===== config.mk =====
export PLATFORM = sky130hd
export DESIGN_NAME = snoop_req_arbiter
export DESIGN_NICKNAME = d
export VERILOG_FILES = /design/src/rtl/snoop_req_arbiter.sv
export SDC_FILE = /design/constraint.sdc
export NUM_CORES = 1
export LEC_CHECK = 0
export CELL_PAD_IN_SITES_DETAIL_PLACEMENT = 1
export CELL_PAD_IN_SITES_GLOBAL_PLACEMENT = 1
export CORE_ASPECT_RATIO = 1.25
export CORE_MARGIN = 3
export CORE_UTILIZATION = 35
export CTS_CLUSTER_DIAMETER = 80
export DETAILED_ROUTE_END_ITERATION = 10
export HOLD_SLACK_MARGIN = 0.08
export MAX_ROUTING_LAYER = met4
export PLACE_DENSITY_LB_ADDON = 0.15
export SETUP_SLACK_MARGIN = 0.4
export SLEW_MARGIN = 15
export SYNTH_ARGS = -nofsm -noshare
export SYNTH_HDL_FRONTEND = slang
export SYNTH_SLANG_ARGS = --single-unit

===== constraint.sdc =====
create_clock -name clock -period 5.1 [get_ports clock]
set_clock_uncertainty 0.05 [all_clocks]
set_input_delay 1.53 -clock clock [delete_from_list [all_inputs] [get_ports clock]]
set_output_delay 1.53 -clock clock [all_outputs]
set_load 0.005 [all_outputs]

===== src/rtl/snoop_req_arbiter.sv =====
// Round-robin arbiter feeding three per-processor request FIFOs into a
// fixed-length snooping transaction window (one entry issued per window).
module snoop_req_arbiter #(
  parameter int FIFO_DEPTH = 2,
  parameter int WINDOW     = 5
) (
  input  logic        clock,
  input  logic        reset,
  input  logic [2:0]  req_valid,
  output logic [2:0]  req_ready,
  input  logic [8:0]  req_tag,
  input  logic [5:0]  req_pos,
  input  logic [2:0]  req_op,
  input  logic [47:0] req_data,
  output logic [1:0]  proc_num,
  output logic [2:0]  m_tag,
  output logic [1:0]  tag_position,
  output logic        op,
  output logic [15:0] data,
  output logic        issue_valid,
  output logic [2:0]  step,
  output logic        done_pulse
);

  localparam int PTR_W   = (FIFO_DEPTH > 1) ? $clog2(FIFO_DEPTH) : 1;
  localparam int CNT_W   = PTR_W + 1;
  localparam int ENTRY_W = 3 + 2 + 1 + 16;
  localparam logic [2:0] LAST_STEP = 3'(WINDOW - 1);

  typedef enum logic {
    IDLE  = 1'b0,
    ISSUE = 1'b1
  } state_t;

  state_t state_reg, state_next;
  logic [2:0]  step_reg, step_next;
  logic [1:0]  last_grant_reg;
  logic        load;
  logic        grant_any;
  logic [1:0]  grant_idx;
  logic [1:0]  cand;
  logic [2:0]  nonempty;
  logic [3:0]  nonempty_ext;
  logic [2:0]  push;
  logic [2:0]  pop;
  logic [ENTRY_W-1:0] head [0:3];

  logic [1:0]  proc_num_reg;
  logic [2:0]  m_tag_reg;
  logic [1:0]  pos_reg;
  logic        op_reg;
  logic [15:0] data_reg;

  // Per-processor queues; ready and non-empty come from registered count only.
  genvar gi;
  generate
    for (gi = 0; gi < 3; gi++) begin : g_queue
      logic [ENTRY_W-1:0] mem_reg [FIFO_DEPTH];
      logic [PTR_W-1:0]   wr_ptr_reg;
      logic [PTR_W-1:0]   rd_ptr_reg;
      logic [CNT_W-1:0]   count_reg;

      assign req_ready[gi] = (count_reg < CNT_W'(FIFO_DEPTH));
      assign nonempty[gi]  = (count_reg != '0);
      assign push[gi]      = req_valid[gi] & req_ready[gi];
      assign head[gi]      = mem_reg[rd_ptr_reg];

      always_ff @(posedge clock) begin
        if (push[gi]) begin
          mem_reg[wr_ptr_reg] <= {req_tag[3*gi +: 3], req_pos[2*gi +: 2],
                                  req_op[gi], req_data[16*gi +: 16]};
        end
        if (reset) begin
          wr_ptr_reg <= '0;
          rd_ptr_reg <= '0;
          count_reg  <= '0;
        end else begin
          if (push[gi]) wr_ptr_reg <= wr_ptr_reg + PTR_W'(1);
          if (pop[gi])  rd_ptr_reg <= rd_ptr_reg + PTR_W'(1);
          case ({push[gi], pop[gi]})
            2'b10:   count_reg <= count_reg + CNT_W'(1);
            2'b01:   count_reg <= count_reg - CNT_W'(1);
            default: count_reg <= count_reg;
          endcase
        end
      end
    end
  endgenerate

  assign head[3]      = '0;
  assign nonempty_ext = {1'b0, nonempty};

  function automatic logic [1:0] next_idx(input logic [1:0] i);
    return (i >= 2'd2) ? 2'd0 : i + 2'd1;
  endfunction

  // Round-robin search starting just after the previous grant.
  always_comb begin
    grant_any = 1'b0;
    grant_idx = 2'd0;
    cand      = next_idx(last_grant_reg);
    for (int k = 0; k < 3; k++) begin
      if (!grant_any && nonempty_ext[cand]) begin
        grant_any = 1'b1;
        grant_idx = cand;
      end
      cand = next_idx(cand);
    end
  end

  always_comb begin
    state_next = state_reg;
    step_next  = step_reg;
    load       = 1'b0;
    case (state_reg)
      IDLE: begin
        step_next = 3'd0;
        if (grant_any) begin
          state_next = ISSUE;
          load       = 1'b1;
        end
      end
      ISSUE: begin
        if (step_reg == LAST_STEP) begin
          step_next = 3'd0;
          if (grant_any) begin
            load = 1'b1;
          end else begin
            state_next = IDLE;
          end
        end else begin
          step_next = step_reg + 3'd1;
        end
      end
      default: begin
        state_next = IDLE;
        step_next  = 3'd0;
      end
    endcase
  end

  assign pop = load ? (3'b001 << grant_idx) : 3'b000;

  always_ff @(posedge clock) begin
    if (reset) begin
      state_reg      <= IDLE;
      step_reg       <= 3'd0;
      last_grant_reg <= 2'd2;
      proc_num_reg   <= 2'd0;
      m_tag_reg      <= 3'd0;
      pos_reg        <= 2'd0;
      op_reg         <= 1'b0;
      data_reg       <= 16'd0;
    end else begin
      state_reg <= state_next;
      step_reg  <= step_next;
      if (load) begin
        last_grant_reg <= grant_idx;
        proc_num_reg   <= grant_idx;
        {m_tag_reg, pos_reg, op_reg, data_reg} <= head[grant_idx];
      end
    end
  end

  assign issue_valid  = (state_reg == ISSUE);
  assign step         = step_reg;
  assign done_pulse   = issue_valid & (step_reg == LAST_STEP);
  assign proc_num     = proc_num_reg;
  assign m_tag        = m_tag_reg;
  assign tag_position = pos_reg;
  assign op           = op_reg;
  assign data         = data_reg;

endmodule


==> results.py, run 1 <==
metrics = {
    "setup_path": {
        "rr_endpoint": "g_queue[2].count_reg[1]",
        "critPathCaptureType": "output pin",
        "r2r-start": "g_queue[1].count_reg[1]",
        "worstPathArrival_ns": 1.67,
        "cp_cell_sequence": "inv_1 -> ha_1 -> and3_1 -> clkdlybuf4s50_1",
        "crit_path_start_kind": "register",
        "worstPathRequired_ns": 3.52,
        "slowest_stage": "clkdlybuf4s50_1",
        "r2r_slack_ns": 1.99,
        "cp_max_fo": 4,
        "worstRegToRegCells": 6,
        "critPathKind": "reg -> out",
        "critPathMaxStageDelay_ns": 0.44,
    },
    "die": {
        "core_mm2": 0.01954,
        "dieArea_mm2": 0.02179,
        "rows": 57,
        "fp.dieH_um": 164.3,
        "start_util_pct": 35.89,
        "die_w_um": 132.6,
        "num_io_pins": 103,
    },
    "final_layout": {
        "antennaDiodeCount": 0,
        "largest_reg_flops": 132,
        "design_area_mm2": 0.008922,
        "area_growth_pct": 27.20,
        "fin_util_pct": 45.66,
        "fillers": 1929,
        "drive_gt1_share_pct": 16.91,
        "final_nets": 602,
    },
    "timing": {
        "fin_crit_sh_pct": 63.63,
        "rsz0062_at_grt": "no",
        "relSlewSlack_pct": 36.89,
        "hold_ws_ns": 0.4370,
        "period_needed_ns": 3.245,
        "maxSlewViolCount": 0,
        "tightest_slew_ns": 0.9443,
        "setup-tns-final_ns": 0,
        "hold_viol": 0,
        "finalSetupViolations": 0,
        "max_freq_mhz": 308.2,
    },
    "status": {
        "status": "finished clean",
    },
    "detailed_routing": {
        "drt_iter0_markers": 264,
        "drc_errors": 0,
        "vias_per_cell": 4.869,
        "drt_wl_total_mm": 15.91,
        "first_pass_iters": 7,
        "ant_nets": 0,
        "vias": 3910,
        "wl_per_cell_um": 19.81,
    },
    "placement": {
        "hpwl_mm": 10.77,
        "placed_area_mm2": 0.008369,
        "io_buffers": 102,
        "gp_congestion": 0.7551,
    },
    "synth": {
        "yosysWarnings": 0,
        "synth_edf_count": 132,
        "syn_inst": 417,
        "synth_cell_type_count": 39,
        "synth_area_per_cell_um2": 16.82,
        "ys.flop_type": "edfxtp_1",
        "synth_seq_area_share_pct": 69.07,
        "synthArstFlopShare_pct": 0,
        "ys_seq_elements": 176,
        "synth_nets": 493,
        "syn-cell-area_mm2": 0.007014,
    },
    "clock_network": {
        "htree_levels": 4,
        "postCtsHoldBufs": 0,
        "cts.sink_count": 176,
        "cts_root_buf": "clkbuf_16",
        "post-cts-setup-buffers": 0,
        "clk_path_buf_depth": 2,
        "clkSlewWorstSetupHoldPaths_ns": 0.06,
        "cts_resized": 0,
        "cts_tree": "built",
        "cts_buffers": 17,
        "clk_latency_ns": 0.42,
    },
    "global_route": {
        "grt_pass1_vias": 4399,
        "grt_usage_pct": 15.63,
        "grt_pass1_wl_mm": 24.67,
        "antenna_found_initial": 0,
        "grt_max_degree": 25,
        "globalRouteOverflowTotal": 0,
    },
    "job": {
        "max_cap_viol_count": 0,
    },
    "worst_hold_path": {
        "hold_path_class": "reg -> reg",
        "min_to": "step[0]",
        "min_from": "step[0]",
        "min_path_cells": 1,
    },
    "pwr": {
        "irDropWorstVdd_mv": 0.2441,
        "p_leak_nw": 3.111,
        "p_per_area_mw_per_mm2": 546.5,
        "p_total_mw": 4.876,
    },
}
==> cells by family (layout without fill, tap and decap cells) <==
family,Yosys count,count (layout),share of synthesized area [%]
adder cells (fa/ha/maj),5,5,0.8919
AO/OA/AOI/OAI,64,64,8.794
multiplexers,93,93,14.82
AND/OR/NAND/NOR,41,41,3.264
XOR/XNOR,10,10,1.249
flip-flops,176,176,69.07
buffers and inverters,28,149,1.909
==> cells in the final DEF, fill, tap and decap left out, types with 5 or more instances in the layout <==
master           netlist  final
edfxtp_1             132    132
clkdlybuf4s50_1        0    102
mux2i_1               66     66
dfxtp_1               44     44
o21bai_1              24     24
mux2_4                20     20
a221oi_2              20     20
clkbuf_16              0     17
nor2_1                14     11
buf_4                  1     11
mux2_1                 7      7
xor2_1                 6      6
inv_1                  5      5
nand2_1                5      5
a21oi_1                6      5
ha_1                   5      5
==> final cells by class <==
cell class              instances  area (um2)  share of cell area (%)
multi-input cells             213        2072                   23.22
well taps                     265       331.6                   3.716
clock inverters                13       122.6                   1.374
inverters                       5       18.77                  0.2103
clock buffers                  18       429.2                   4.810
repair buffers                113        1104                   12.37
flip-flops and latches        176        4845                   54.30
==> worst max path at each step <==
stage	startpoint	endpoint	slack, ns	cells past startpoint
final	step[0]	done_pulse	1.85	4
after global routing	step[1]	done_pulse	1.76	4
after CTS	step[0]	done_pulse	1.81	4
after detailed placement	req_valid[2]	g_queue[2].mem_reg[1][9]	1.58	2
after global placement	req_valid[2]	g_queue[2].mem_reg[1][17]	1.63	2
after floorplan	req_valid[1]	g_queue[1].mem_reg[0][0]	2.08	2
==> synthesized netlist by cell type, types with 2 or more instances <==
| master | count | area (um2) |
|---|---|---|
| or3_1 | 4 | 25.02 |
| nor4_2 | 2 | 25.02 |
| and3_1 | 4 | 25.02 |
| a21oi_1 | 6 | 30.03 |
| nor2_2 | 2 | 12.51 |
| a221oi_1 | 2 | 17.52 |
| mux2_1 | 7 | 78.83 |
| mux2i_1 | 66 | 660.6 |
| xor2_1 | 6 | 52.55 |
| mux2_4 | 20 | 300.3 |
| buf_2 | 8 | 40.04 |
| ha_1 | 5 | 62.56 |
| o21ba_2 | 2 | 20.02 |
| edfxtp_1 | 132 | 3964 |
| clkbuf_1 | 11 | 41.29 |
| o21ai_0 | 4 | 20.02 |
| dfxtp_1 | 44 | 880.8 |
| nor2b_1 | 2 | 12.51 |
| nor2_1 | 14 | 52.55 |
| xnor2_1 | 4 | 35.03 |
| inv_1 | 5 | 18.77 |
| a221oi_2 | 20 | 300.3 |
| nor3_1 | 3 | 15.01 |
| nand2_1 | 5 | 18.77 |
| o21bai_1 | 24 | 180.2 |
| buf_6 | 2 | 22.52 |
==> report_power, final <==
group / switching, mW / total [mW] / leakage [nW] / internal, mW
registers: 0.167 / 2.03 / 1.60 / 1.86
logic: 0.878 / 1.63 / 1.25 / 0.750
clock network: 0.512 / 1.22 / 0.265 / 0.709
==> metal layers <==
metal	GRT usage, %	vias up	part of all wire (%)	wire, um
li1	-	1834	-	-
met1	17.98	1975	42	6658
met2	27.54	90	53	8508
met3	3.585	11	3.7	585
met4	4.348	0	0.96	152
met5	-	-	0	0
==> critical path, delay by kind of cell (launching register included) <==
| family | cells | cell delay, ns |
|---|---|---|
| adders and majority gates | 1 | 0.23 |
| buffers and inverters | 2 | 0.50 |
| DFF | 1 | 0.37 |
| and+or+nand+nor | 1 | 0.15 |
==> per-stage QoR <==
step,instances,setup slack (ns)
finish,803,1.855
floorplan,417,2.080
global route,803,1.757
global placement,772,1.631
CTS,803,1.807
detailed placement,772,1.579
(Power assumes the default switching activity.)
==> run 2, diff against run 1 <==
==> constraint.sdc (replaced) <==
create_clock -name clock -period 3.1 [get_ports clock]
set_clock_uncertainty 0.05 [all_clocks]
set_input_delay 0.93 -clock clock [delete_from_list [all_inputs] [get_ports clock]]
set_output_delay 0.93 -clock clock [all_outputs]
set_load 0.005 [all_outputs]
==> results.py, run 2 (synthesis results as in run 1) <==
metrics = {
    "setup_path": {
        "critPathCaptureType": "output pin",
        "crit_path_start_kind": "register",
        "cp_max_fo": 4,
        "critPathKind": "reg -> out",
        "worstPathArrival_ns": 1.65,
        "worstPathRequired_ns": 2.12,
    },
    "timing": {
        "period_needed_ns": 2.625,
        "tightest_slew_ns": 0.8983,
        "fin_crit_sh_pct": 84.68,
        "finalSetupViolations": 0,
        "rsz0062_at_grt": "no",
        "max_freq_mhz": 380.9,
        "setup-tns-final_ns": 0,
        "relSlewSlack_pct": 40.05,
        "hold_viol": 0,
        "maxSlewViolCount": 0,
    },
    "placement": {
        "gp_congestion": 0.7284,
        "io_buffers": 102,
        "dp.cells": 776,
        "placed_area_mm2": 0.008404,
        "hpwl_mm": 10.96,
    },
    "clock_network": {
        "cts_root_buf": "clkbuf_16",
        "clk_latency_ns": 0.44,
        "clk_path_buf_depth": 2,
        "cts_buffers": 17,
        "cts_tree": "built",
        "cts.sink_count": 176,
        "htree_levels": 4,
        "clkSlewWorstSetupHoldPaths_ns": 0.06,
    },
    "final_layout": {
        "fillers": 1934,
        "fin_cells": 810,
        "register_area_mm2": 0.004846,
        "final_nets": 609,
        "layout_commonest_cell": "edfxtp_1",
        "final_cell_mix": "132 x edfxtp_1, 102 x clkdlybuf4s50_1, 66 x mux2i_1",
        "design_area_mm2": 0.009105,
        "largest_reg_flops": 132,
        "area_growth_pct": 29.81,
        "multi_input_area_mm2": 0.002083,
        "antennaDiodeCount": 0,
        "drive_gt1_share_pct": 19.08,
    },
    "die": {
        "start_util_pct": 35.89,
        "die_w_um": 132.6,
        "dieArea_mm2": 0.02179,
        "fp.dieH_um": 164.3,
        "core_mm2": 0.01954,
        "rows": 57,
        "num_io_pins": 103,
    },
    "detailed_routing": {
        "first_pass_iters": 6,
        "drc_errors": 0,
        "drt_wl_total_mm": 16.93,
        "vias_per_cell": 4.894,
        "ant_nets": 0,
        "vias": 3964,
        "wl_per_cell_um": 20.90,
        "drt_iter0_markers": 255,
    },
    "pwr": {
        "irDropWorstVdd_mv": 0.4295,
        "p_leak_nw": 3.198,
        "p_total_mw": 8.548,
        "p_per_area_mw_per_mm2": 938.8,
    },
    "global_route": {
        "grt_pass1_vias": 4484,
        "grt_max_degree": 45,
        "grt_usage_pct": 16.49,
        "antenna_found_initial": 0,
        "globalRouteOverflowTotal": 0,
        "grt_pass1_wl_mm": 25.52,
    },
    "worst_hold_path": {
        "hold_path_class": "reg -> reg",
    },
    "status": {
        "status": "finished clean",
    },
    "job": {
        "max_cap_viol_count": 0,
    },
}
[run 2: timing repair]
item / 4_1_cts / 5_1_grt
setup endpoints to repair: 3 / 3
cloned: 1 / 0
buffers inserted: 1 / 1
endpoints found under the hold margin: 0 / 0
hold buffers: 0 / 0
pin swaps: 1 / 2
resized for setup: 1 / 3
[run 2: metal layers]
metal	share of wire [%]	up-vias	track usage, %
li1	-	1839	-
met5	0	-	-
met2	54	79	29.75
met1	41	2026	17.89
met3	3.0	20	3.676
met4	1.6	0	5.907
[run 2: final cells by class]
type | count | area share, %
sequential | 176 | 53.22
multi-input combinational | 214 | 22.88
timing repair buffer | 119 | 12.75
clock buffer | 17 | 4.672
tap | 265 | 3.642
clock inverter | 14 | 2.625
inverter | 5 | 0.2061
[run 2: critical path, cell delays in order (launching register included)]
cell	delay, ns
dfxtp_2	0.33
inv_1	0.06
ha_2	0.17
and3_4	0.17
clkdlybuf4s50_1	0.49
[run 2: stage by stage]
step                hold slack (ns)  utilization [%]  setup slack, ns
floorplan                    0.4252                -           0.6800
global placement             0.4223            43.01           0.2525
detailed placement           0.4332            43.01          0.08733
CTS                          0.3989            46.48           0.4076
global route                 0.4119            46.59           0.4000
finish                       0.3909            46.59           0.4749
[run 2: worst paths after layout]
| path | endpoint | slack, ns | start | cells after the start |
|---|---|---|---|---|
| worst max-delay path | done_pulse | 0.47 | step[0] | 4 |
| worst min-delay path | step[0] | 0.39 | step[0] | 1 |
| worst max register to register | g_queue[0].count_reg[1] | 0.54 | g_queue[2].count_reg[1] | 6 |
| worst min register to register | step[0] | 0.39 | step[0] | 1 |
[run 2: report_power, final]
| part | switching [mW] | leakage (nW) | total (mW) | internal, mW |
|---|---|---|---|---|
| registers | 0.228 | 1.60 | 3.29 | 3.06 |
| logic | 1.58 | 1.28 | 2.86 | 1.28 |
| clock network | 0.894 | 0.317 | 2.40 | 1.51 |
